[config.mk]
export PLATFORM = sky130hd
export DESIGN_NAME = filter_stream_io
export DESIGN_NICKNAME = d
export VERILOG_FILES = /design/src/rtl/filter_stream_io.sv
export SDC_FILE = /design/constraint.sdc
export NUM_CORES = 1
export LEC_CHECK = 0
export ABC_AREA = 0
export CAP_MARGIN = 20
export CORE_MARGIN = 2
export CORE_UTILIZATION = 30
export CTS_CLUSTER_SIZE = 28
export DETAILED_ROUTE_END_ITERATION = 8
export PLACE_DENSITY = 0.5
export SLEW_MARGIN = 10
export SYNTH_ARGS = -nofsm -noshare
export SYNTH_HDL_FRONTEND = slang
export SYNTH_SLANG_ARGS = --single-unit
[constraint.sdc]
create_clock -name clk -period 2.92 [get_ports clk]
set_input_delay 0.584 -clock clk [delete_from_list [all_inputs] [get_ports clk]]
set_output_delay 0.584 -clock clk [all_outputs]
set_load 0.05 [all_outputs]
[src/rtl/filter_stream_io.sv]
// filter_stream_io
//   Environment-side partner of the filter's 4-phase req/ack sample interface.
//   Serves input requests from a host-written input FIFO and captures filter
//   results into a host-readable output FIFO.
//
// Ports
//   clk, rst                 clock, synchronous active-high reset
//   wr_valid/wr_ready/wr_data  host -> input FIFO (push on valid && ready)
//   rd_valid/rd_ready/rd_data  output FIFO -> host (pop on valid && ready)
//   f_req_in/f_ack_in/f_data_in     filter input-sample handshake
//   f_req_out/f_ack_out/f_data_out  filter result handshake
//   in_count, out_count      FIFO occupancies (0..DEPTH)
//   proto_err                sticky: a req was withdrawn before its ack
module filter_stream_io #(
  parameter int unsigned DWIDTH = 16,
  parameter int unsigned DEPTH  = 8,
  parameter int unsigned AWIDTH = 3
) (
  input  logic              clk,
  input  logic              rst,
  input  logic              wr_valid,
  output logic              wr_ready,
  input  logic [DWIDTH-1:0] wr_data,
  output logic              rd_valid,
  input  logic              rd_ready,
  output logic [DWIDTH-1:0] rd_data,
  input  logic              f_req_in,
  output logic              f_ack_in,
  output logic [DWIDTH-1:0] f_data_in,
  input  logic              f_req_out,
  output logic              f_ack_out,
  input  logic [DWIDTH-1:0] f_data_out,
  output logic [AWIDTH:0]   in_count,
  output logic [AWIDTH:0]   out_count,
  output logic              proto_err
);

  typedef enum logic {S_IDLE, S_ACK} hs_state_e;

  localparam logic [AWIDTH:0] FULL_CNT = (AWIDTH+1)'(DEPTH);

  // Input FIFO
  logic [DWIDTH-1:0] in_mem_q [DEPTH];
  logic [AWIDTH-1:0] in_wptr_q, in_wptr_d, in_rptr_q, in_rptr_d;
  logic [AWIDTH:0]   in_cnt_q, in_cnt_d;
  logic              in_push, in_pop, in_full, in_empty;

  // Output FIFO
  logic [DWIDTH-1:0] out_mem_q [DEPTH];
  logic [AWIDTH-1:0] out_wptr_q, out_wptr_d, out_rptr_q, out_rptr_d;
  logic [AWIDTH:0]   out_cnt_q, out_cnt_d;
  logic              out_push, out_pop, out_full, out_empty;

  // Handshake FSMs
  hs_state_e         in_state_q, in_state_d, out_state_q, out_state_d;
  logic              f_ack_in_q, f_ack_in_d, f_ack_out_q, f_ack_out_d;
  logic [DWIDTH-1:0] f_data_in_q, f_data_in_d;
  logic              req_in_prev_q, req_out_prev_q;
  logic              proto_err_q, proto_err_d;

  assign in_full   = (in_cnt_q == FULL_CNT);
  assign in_empty  = (in_cnt_q == '0);
  assign out_full  = (out_cnt_q == FULL_CNT);
  assign out_empty = (out_cnt_q == '0);

  assign wr_ready  = !in_full;
  assign rd_valid  = !out_empty;
  assign rd_data   = out_mem_q[out_rptr_q];
  assign f_ack_in  = f_ack_in_q;
  assign f_data_in = f_data_in_q;
  assign f_ack_out = f_ack_out_q;
  assign in_count  = in_cnt_q;
  assign out_count = out_cnt_q;
  assign proto_err = proto_err_q;

  assign in_push = wr_valid && !in_full;
  assign out_pop = rd_ready && !out_empty;

  // Input FSM: FIFO head is read from registered state only, so a sample
  // pushed this cycle cannot reach the filter until the next one.
  always_comb begin
    in_state_d  = in_state_q;
    f_ack_in_d  = f_ack_in_q;
    f_data_in_d = f_data_in_q;
    in_pop      = 1'b0;
    unique case (in_state_q)
      S_IDLE: begin
        if (f_req_in && !in_empty) begin
          f_data_in_d = in_mem_q[in_rptr_q];
          in_pop      = 1'b1;
          f_ack_in_d  = 1'b1;
          in_state_d  = S_ACK;
        end
      end
      S_ACK: begin
        if (!f_req_in) begin
          f_ack_in_d = 1'b0;
          in_state_d = S_IDLE;
        end
      end
      default: in_state_d = S_IDLE;
    endcase
  end

  // Output FSM: a full FIFO withholds the ack; a host pop in the same cycle
  // frees the slot only for the following cycle.
  always_comb begin
    out_state_d = out_state_q;
    f_ack_out_d = f_ack_out_q;
    out_push    = 1'b0;
    unique case (out_state_q)
      S_IDLE: begin
        if (f_req_out && !out_full) begin
          out_push    = 1'b1;
          f_ack_out_d = 1'b1;
          out_state_d = S_ACK;
        end
      end
      S_ACK: begin
        if (!f_req_out) begin
          f_ack_out_d = 1'b0;
          out_state_d = S_IDLE;
        end
      end
      default: out_state_d = S_IDLE;
    endcase
  end

  always_comb begin
    in_wptr_d  = in_push  ? in_wptr_q  + AWIDTH'(1) : in_wptr_q;
    in_rptr_d  = in_pop   ? in_rptr_q  + AWIDTH'(1) : in_rptr_q;
    out_wptr_d = out_push ? out_wptr_q + AWIDTH'(1) : out_wptr_q;
    out_rptr_d = out_pop  ? out_rptr_q + AWIDTH'(1) : out_rptr_q;
    in_cnt_d   = in_cnt_q;
    out_cnt_d  = out_cnt_q;
    if (in_push && !in_pop)   in_cnt_d  = in_cnt_q + 1'b1;
    if (!in_push && in_pop)   in_cnt_d  = in_cnt_q - 1'b1;
    if (out_push && !out_pop) out_cnt_d = out_cnt_q + 1'b1;
    if (!out_push && out_pop) out_cnt_d = out_cnt_q - 1'b1;
  end

  // A falling req seen while still IDLE means it was withdrawn before ack.
  always_comb begin
    proto_err_d = proto_err_q;
    if (in_state_q == S_IDLE && req_in_prev_q && !f_req_in)
      proto_err_d = 1'b1;
    if (out_state_q == S_IDLE && req_out_prev_q && !f_req_out)
      proto_err_d = 1'b1;
  end

  always_ff @(posedge clk) begin
    if (rst) begin
      in_wptr_q      <= '0;
      in_rptr_q      <= '0;
      in_cnt_q       <= '0;
      out_wptr_q     <= '0;
      out_rptr_q     <= '0;
      out_cnt_q      <= '0;
      in_state_q     <= S_IDLE;
      out_state_q    <= S_IDLE;
      f_ack_in_q     <= 1'b0;
      f_ack_out_q    <= 1'b0;
      f_data_in_q    <= '0;
      req_in_prev_q  <= 1'b0;
      req_out_prev_q <= 1'b0;
      proto_err_q    <= 1'b0;
    end else begin
      in_wptr_q      <= in_wptr_d;
      in_rptr_q      <= in_rptr_d;
      in_cnt_q       <= in_cnt_d;
      out_wptr_q     <= out_wptr_d;
      out_rptr_q     <= out_rptr_d;
      out_cnt_q      <= out_cnt_d;
      in_state_q     <= in_state_d;
      out_state_q    <= out_state_d;
      f_ack_in_q     <= f_ack_in_d;
      f_ack_out_q    <= f_ack_out_d;
      f_data_in_q    <= f_data_in_d;
      req_in_prev_q  <= f_req_in;
      req_out_prev_q <= f_req_out;
      proto_err_q    <= proto_err_d;
    end
  end

  // Storage is not reset; pointer/count reset is what discards contents.
  always_ff @(posedge clk) begin
    if (in_push && !rst)  in_mem_q[in_wptr_q]   <= wr_data;
    if (out_push && !rst) out_mem_q[out_wptr_q] <= f_data_out;
  end

endmodule

==> reports/qor.yml, run 1 <==
dr.first_iter.drc_count: 359
track_usage_pct: 12.7
post_drt_wl_per_cell_um: 19.6
slew_viol_final: 0
netlist.area_leader.share_pct: 66.0
yosys.cell_count.top_type: "edfxtp_1"
worst_hold_path.num_cells: 2
fin_skew_ps: 14.9
synth.cell_area_mm2: 0.0117
reg2reg_setup_slack_ps: 250
timing.final.hold_violations: 0
layout_worst_path_cycle_share_pct: 97.0
worst_pin_slew_ps: 587
post-cts-setup-buffer-count: 0
number_of_global_route_vias_before_repair: 6339
cts-hold-fix-buffers: 0
setup-tns-final_ps: 0
max_cap_viol_count: 0
grt_util_met3_pct: 2.80
core.rowCount: 72
synth_top_area_cell: "edfxtp_1"
worst_r2r_startpoint: "in_count[1]$_SDFFE_PP0P_"
syn-num-nets: 653
fin_area_mm2: 0.0145
outcome: "finished, final reports clean"
io-pin-count: 83
cts_root_buf: "clkbuf_16"
critical_path_arrival_ps: 2250
ranking_of_synthesized_cells_by_instance_count: "edfxtp_1 (256), mux4_2 (64), nor2_1 (48)"
area_growth_pct: 24.0
async_flop_share_pct: 0
total_routed_length_mm: 25.0
postSynthCellCount: 607
routabilityCongestion: 0.721
grt_first_pass_wirelength_mm: 38.2
post-route-drc-count: 0
p_per_area_mw_per_mm2: 859
synth_flop_cell: "edfxtp_1"
hold-path-endpoint: "in_rptr_q[1]$_SDFFE_PP0P_"
crit_path_top_delay_cell: "clkdlybuf4s50_1"
synth_enable_flop_cells: 256
floorplan.die.height_um: 201
critical_path.reg2reg.endpoint: "in_count[2]$_SDFFE_PP0P_"
start_util_pct: 30.3
critical-path-max-stage-delay_ps: 750
num_antenna_cells: 0
min_from: "in_rptr_q[1]$_SDFFE_PP0P_"
r2r.worst_path.cells: 8
worst-path-max-fanout: 8
required_ps: 2340
type_of_the_most_critical_hold_path: "reg2reg"
worstPathCellList: "or4_1 > clkdlybuf4s50_1"
crit_path_end_kind: "primary output"
worst_slew_margin_rel_pct: 60.5
die_area_mm2: 0.0404
core_area_mm2: 0.0385
cts-resized-gates: 0
drive_gt1_share_pct: 25.5
numClockSinks: 302
final-setup-viol-count: 0
routed_via_density: 4.55
vdd_ir_drop_max_mv: 0.545
antenna_violations_before_repair: 1
grt.overflow.total: 0
pin_count_of_the_biggest_net_entering_global_routing: 35
cts_inserted_buffers: 35
detail_route.first_pass.iterations: 4
yosys_register_bits: 302
antenna_violating_nets_post_route: 0
critPathTopFamily: "buffers and inverters"
tritoncts_clock_tree: "built"
rsz0062_at_grt: "no"
synth.top_cells.by_area: "edfxtp_1 (66%), mux4_2 (12%), dfxtp_1 (7.9%), mux2i_1 (1.9%), mux2_2 (1.5%)"
crit_start_category: "register"
htree_levels: 2
groute.layer.met2.usage_pct: 22.6
clock_insertion_delay_worst_skew_ps: 530
period_minus_slack_ps: 2830
globalRoute.busiestLayer: "met2"
num_vias: 5782
number_of_buffers_and_inverters_on_the_critical_path: 1
leakagePower_nw: 4.60
path_clk_slew_ps: 60
global_route.usage.met1_pct: 15.0
start_to_end_type_of_the_worst_setup_path: "reg2out"
ctsLongestPathBuffers: 3
synthesis.yosys.warnings: 0
dpl-instance-area_mm2: 0.0134
dpl.hpwl_mm: 14.3
yosysUniqueCellTypes: 44
io_buffer_count: 82
seq_area_frac_synth_pct: 73.9
clock.fmax_mhz: 353
fp.dieW_um: 201
layout.nets: 773
average_cell_area_after_synthesis_um2: 19.2
worst_setup_slack_post_dpl_ps: 27.0
layout_setup_ws_ps: 86.6
[cell usage in the layout, fill, tap and decap left out, types with 5 or more instances in the layout]
cell type        count
a211oi_1            17
a21oi_1              5
buf_12              11
buf_4               37
clkbuf_1            11
clkbuf_16           35
clkdlybuf4s50_1     64
clkinv_1             6
dfxtp_1             44
edfxtp_1           256
ha_1                 8
inv_1                6
mux2_2              16
mux2i_1             22
mux4_2              64
nand2_1             14
nor2_1              48
nor2b_1              9
nor3_2               6
o21ai_0              5
xor2_1               7
[how the worst max path moves through the flow]
| stage | startpoint | endpoint | slack [ps] | depth (start not counted) |
|---|---|---|---|---|
| final | out_count[0]$_SDFFE_PP0P_ | rd_valid | 90 | 2 |
| after global routing | out_count[0]$_SDFFE_PP0P_ | rd_valid | 8 | 2 |
| after CTS | in_count[1]$_SDFFE_PP0P_ | wr_ready | 4 | 2 |
| after detailed placement | f_req_in | in_count[2]$_SDFFE_PP0P_ | 30 | 10 |
| after global placement | f_req_out | out_count[2]$_SDFFE_PP0P_ | 140 | 11 |
| after floorplan | out_count[1]$_SDFFE_PP0P_ | out_mem_q[0][0]$_DFFE_PP_ | -100 | 5 |
[final cells by class]
cell class | count | area, µm²
tap | 518 | 648
multi-input combinational | 266 | 2930
sequential | 302 | 8610
fill | 3549 | 24000
clock buffer | 47 | 931
clock inverter | 16 | 151
inverter | 8 | 30.0
timing repair buffer | 114 | 1160
[worst min-delay path, cell delays in order, from the launching register on]
cell and delay, ps:
dfxtp_1 310, nand2_1 50, a21oi_1 60
[layer usage]
metal	wire [µm]	part of all wire, %	vias to the layer above
met5	11	0.044	-
met4	517	2.1	2
met3	1070	4.3	36
met2	13100	52	113
met1	10300	41	2958
li1	-	-	2673
[metrics by stage]
stage	total power, mW	util (%)	hold slack [ps]	cells
floorplan	7.45	-	448	607
global placement	8.39	34.8	460	1208
detailed placement	8.46	34.8	464	1208
CTS	12.6	37.6	475	1271
global route	13.0	37.6	489	1271
finish	12.4	37.6	469	1271
[kinds of logic (layout without fill, tap and decap cells)]
| logic type | count (synthesis) | count (layout) | synth area share [%] |
|---|---|---|---|
| xor+xnor | 11 | 11 | 0.827 |
| compound gates | 36 | 36 | 2.31 |
| fa+ha+maj | 8 | 8 | 0.859 |
| simple gates | 105 | 105 | 4.51 |
| mux | 106 | 106 | 16.2 |
| buf+inv | 39 | 185 | 1.46 |
| flops | 302 | 302 | 73.9 |
[sequential cells by signal, summed over array words and instances, names as in the netlist, 3 cells and up, named ones only]
name and flops:
out_wptr_q 3, in_rptr_q 3, in_count 4, in_wptr_q 3, f_data_in 16, out_rptr_q 3
in_mem_q 128, out_count 4, out_mem_q 128
[report_power, final]
group	internal [mW]	total (mW)	switching (mW)
clock network	2.43	4.09	1.66
logic	1.29	3.13	1.84
registers	4.95	5.20	0.242
total	8.67	12.4	3.75
Note: power is estimated with default switching activity, not from simulation.
==> inputs of run 2 (changes only) <==
- CORE_UTILIZATION: 30 -> 53
- PLACE_DENSITY: 0.5 -> 0.78
==> reports/qor.yml, run 2 (synthesized netlist as in run 1, its figures left out) <==
outcome: "finished, final reports clean"
timing.final.hold_violations: 0  # unchanged
worstPathCellList: "buf_12 > mux4_2 > mux2_2 > buf_4"
floorplan.die.height_um: 152  # -24%
number_of_buffers_and_inverters_on_the_critical_path: 2  # +1
clock.fmax_mhz: 361  # +2.2%
crit_path_end_kind: "primary output"
core.rowCount: 54  # -25%
antenna_violating_nets_post_route: 0  # unchanged
num_vias: 5867  # +1.5%
drive_gt1_share_pct: 25.0  # -0.50 points
critical-path-max-stage-delay_ps: 560  # -190 ps
dr.first_iter.drc_count: 337  # -6.1%
start_to_end_type_of_the_worst_setup_path: "reg2out"
htree_levels: 1  # -1
post-route-drc-count: 0  # unchanged
clock_power_share_pct: 30.1  # -2.9 points
cts-hold-fix-buffers: 0  # unchanged
pin_count_of_the_biggest_net_entering_global_routing: 35  # unchanged
io_buffer_count: 82  # unchanged
slew_viol_final: 0  # unchanged
crit_start_category: "register"
post_drt_wl_per_cell_um: 21.5  # +9.2%
num-fill-cells: 1433  # -60%
total_routed_length_mm: 22.0  # -12%
final-setup-viol-count: 0  # unchanged
crit_path_top_delay_cell: "mux4_2"
area_growth_pct: 19.1
cts-resized-gates: 0  # unchanged
layout_commonest_cell: "edfxtp_1"
vdd_ir_drop_max_mv: 0.614  # +13%
max_cap_viol_count: 0  # unchanged
netSwitchingFraction_pct: 29.9  # -0.23 points
layout_worst_path_cycle_share_pct: 94.9  # -2.1 points
start_util_pct: 53.7  # +23 points
post-cts-setup-buffer-count: 0  # unchanged
type_of_the_most_critical_hold_path: "in2reg"
switchingPower_mw: 3.55  # -5.4%
power_frac_seq_pct: 43.7  # +1.9 points
critPathTopFamily: "multiplexers"
number_of_global_route_vias_before_repair: 6206  # -2.1%
cell_internal_power_mw: 8.30  # -4.3%
ff_latch_area_mm2: 0.00861  # unchanged
ctsLongestPathBuffers: 3  # unchanged
final.hold.worst_slack_ps: 368  # -101 ps
cts_inserted_buffers: 29  # -17%
tritoncts_clock_tree: "built"
multiInputGateArea_mm2: 0.00293  # unchanged
layout.nets: 767  # -0.78%
cts_root_buf: "clkbuf_16"
required_ps: 2340  # about the same
numClockSinks: 302  # unchanged
die_area_mm2: 0.0232  # -43%
grt_first_pass_wirelength_mm: 34.3  # -10%
clock_insertion_delay_worst_skew_ps: 530  # about the same
most_frequent_cells_in_the_layout: "edfxtp_1 (256), mux4_2 (64), clkdlybuf4s50_1 (64)"
period_minus_slack_ps: 2770  # -62.1 ps
fin_area_mm2: 0.0139  # -4.0%
critical_path_arrival_ps: 2190  # -60 ps
fin_skew_ps: 7.05  # -7.88 ps
detail_route.first_pass.iterations: 4  # unchanged
worst-path-max-fanout: 32  # +24
path_clk_slew_ps: 60  # about the same
dpl-instance-area_mm2: 0.0130  # -3.1%
p_per_area_mw_per_mm2: 853  # -0.69%
routed_via_density: 5.72  # +26%
core_area_mm2: 0.0217  # -44%
dpl.hpwl_mm: 12.9  # -9.4%
final_core_utilization_pct: 64.0  # +26 points
leakagePower_nw: 4.49  # -2.3%
rsz0062_at_grt: "no"
grt.overflow.total: 0  # unchanged
track_usage_pct: 19.0  # +6.3 points
worst_pin_slew_ps: 641  # +54.6 ps
fp.dieW_um: 152  # -24%
antenna_violations_before_repair: 1  # unchanged
routabilityCongestion: 0.773  # +7.1%
worst_slew_margin_rel_pct: 56.9  # -3.7 points
io-pin-count: 83  # unchanged
power_frac_comb_pct: 26.2  # +1.0 points
## run 2: area by class of cell
| type | count | area share, % |
|---|---|---|
| Sequential cell | 302 | 62.0 |
| Multi-Input combinational cell | 266 | 21.1 |
| Timing Repair Buffer | 114 | 7.52 |
| Clock buffer | 41 | 5.77 |
| Tap cell | 280 | 2.52 |
| Clock inverter | 13 | 0.829 |
| Inverter | 8 | 0.216 |
| Antenna cell | 1 | 0.0180 |
## run 2: path summary, 6_finish.rpt
kind | from | endpoint | slack [ps] | cells after the start
max | register | rd_data[9] | 150 | 4
min | rst | register | 370 | 2
max reg2reg | in_count[0]$_SDFFE_PP0P_ | in_count[2]$_SDFFE_PP0P_ | 270 | 8
min reg2reg | out_state_q$_SDFF_PP0_ | out_state_q$_SDFF_PP0_ | 480 | 2
## run 2: worst reg2reg max path: cells and delay by family, from the launching register on
family | cells | cell delay (ps)
compound gates | 1 | 200
xor+xnor | 1 | 100
fa+ha+maj | 2 | 500
flops | 1 | 390
mux | 1 | 350
simple gates | 3 | 1010
## run 2: through the flow
stage / TNS [ps] / setup WS (ps) / total power [mW] / cells
2_1_floorplan: -6290 / -98.2 / 7.45 / 607
3_3_place_gp: 0 / 127 / 8.26 / 970
3_5_place_dp: 0 / 36.2 / 8.38 / 970
4_1_cts: 0 / 42.9 / 11.9 / 1024
5_1_grt: 0 / 41.4 / 12.3 / 1025
6_report: 0 / 149 / 11.8 / 1025
## run 2: power groups by stage
stage	registers (mW)	clock network (mW)	logic, mW
detailed placement	5.25	0	3.12
CTS	5.17	3.62	3.14
global route	5.20	3.81	3.30
finish	5.17	3.57	3.10
floorplan	5.69	0	1.76
global placement	5.22	0	3.03
## run 2: routing by layer
layer	routed length (µm)	track usage, %	vias up
li1	-	-	2667
met1	8310	23.5	3001
met2	11900	34.4	166
met3	1360	3.36	33
met4	393	5.43	0
met5	0	0	-
==> inputs of run 3 (changes only) <==
- CAP_MARGIN: 20 -> unset
==> results of run 3 <==
No change in the layout: final DEF, timing and power equal those of run 2.
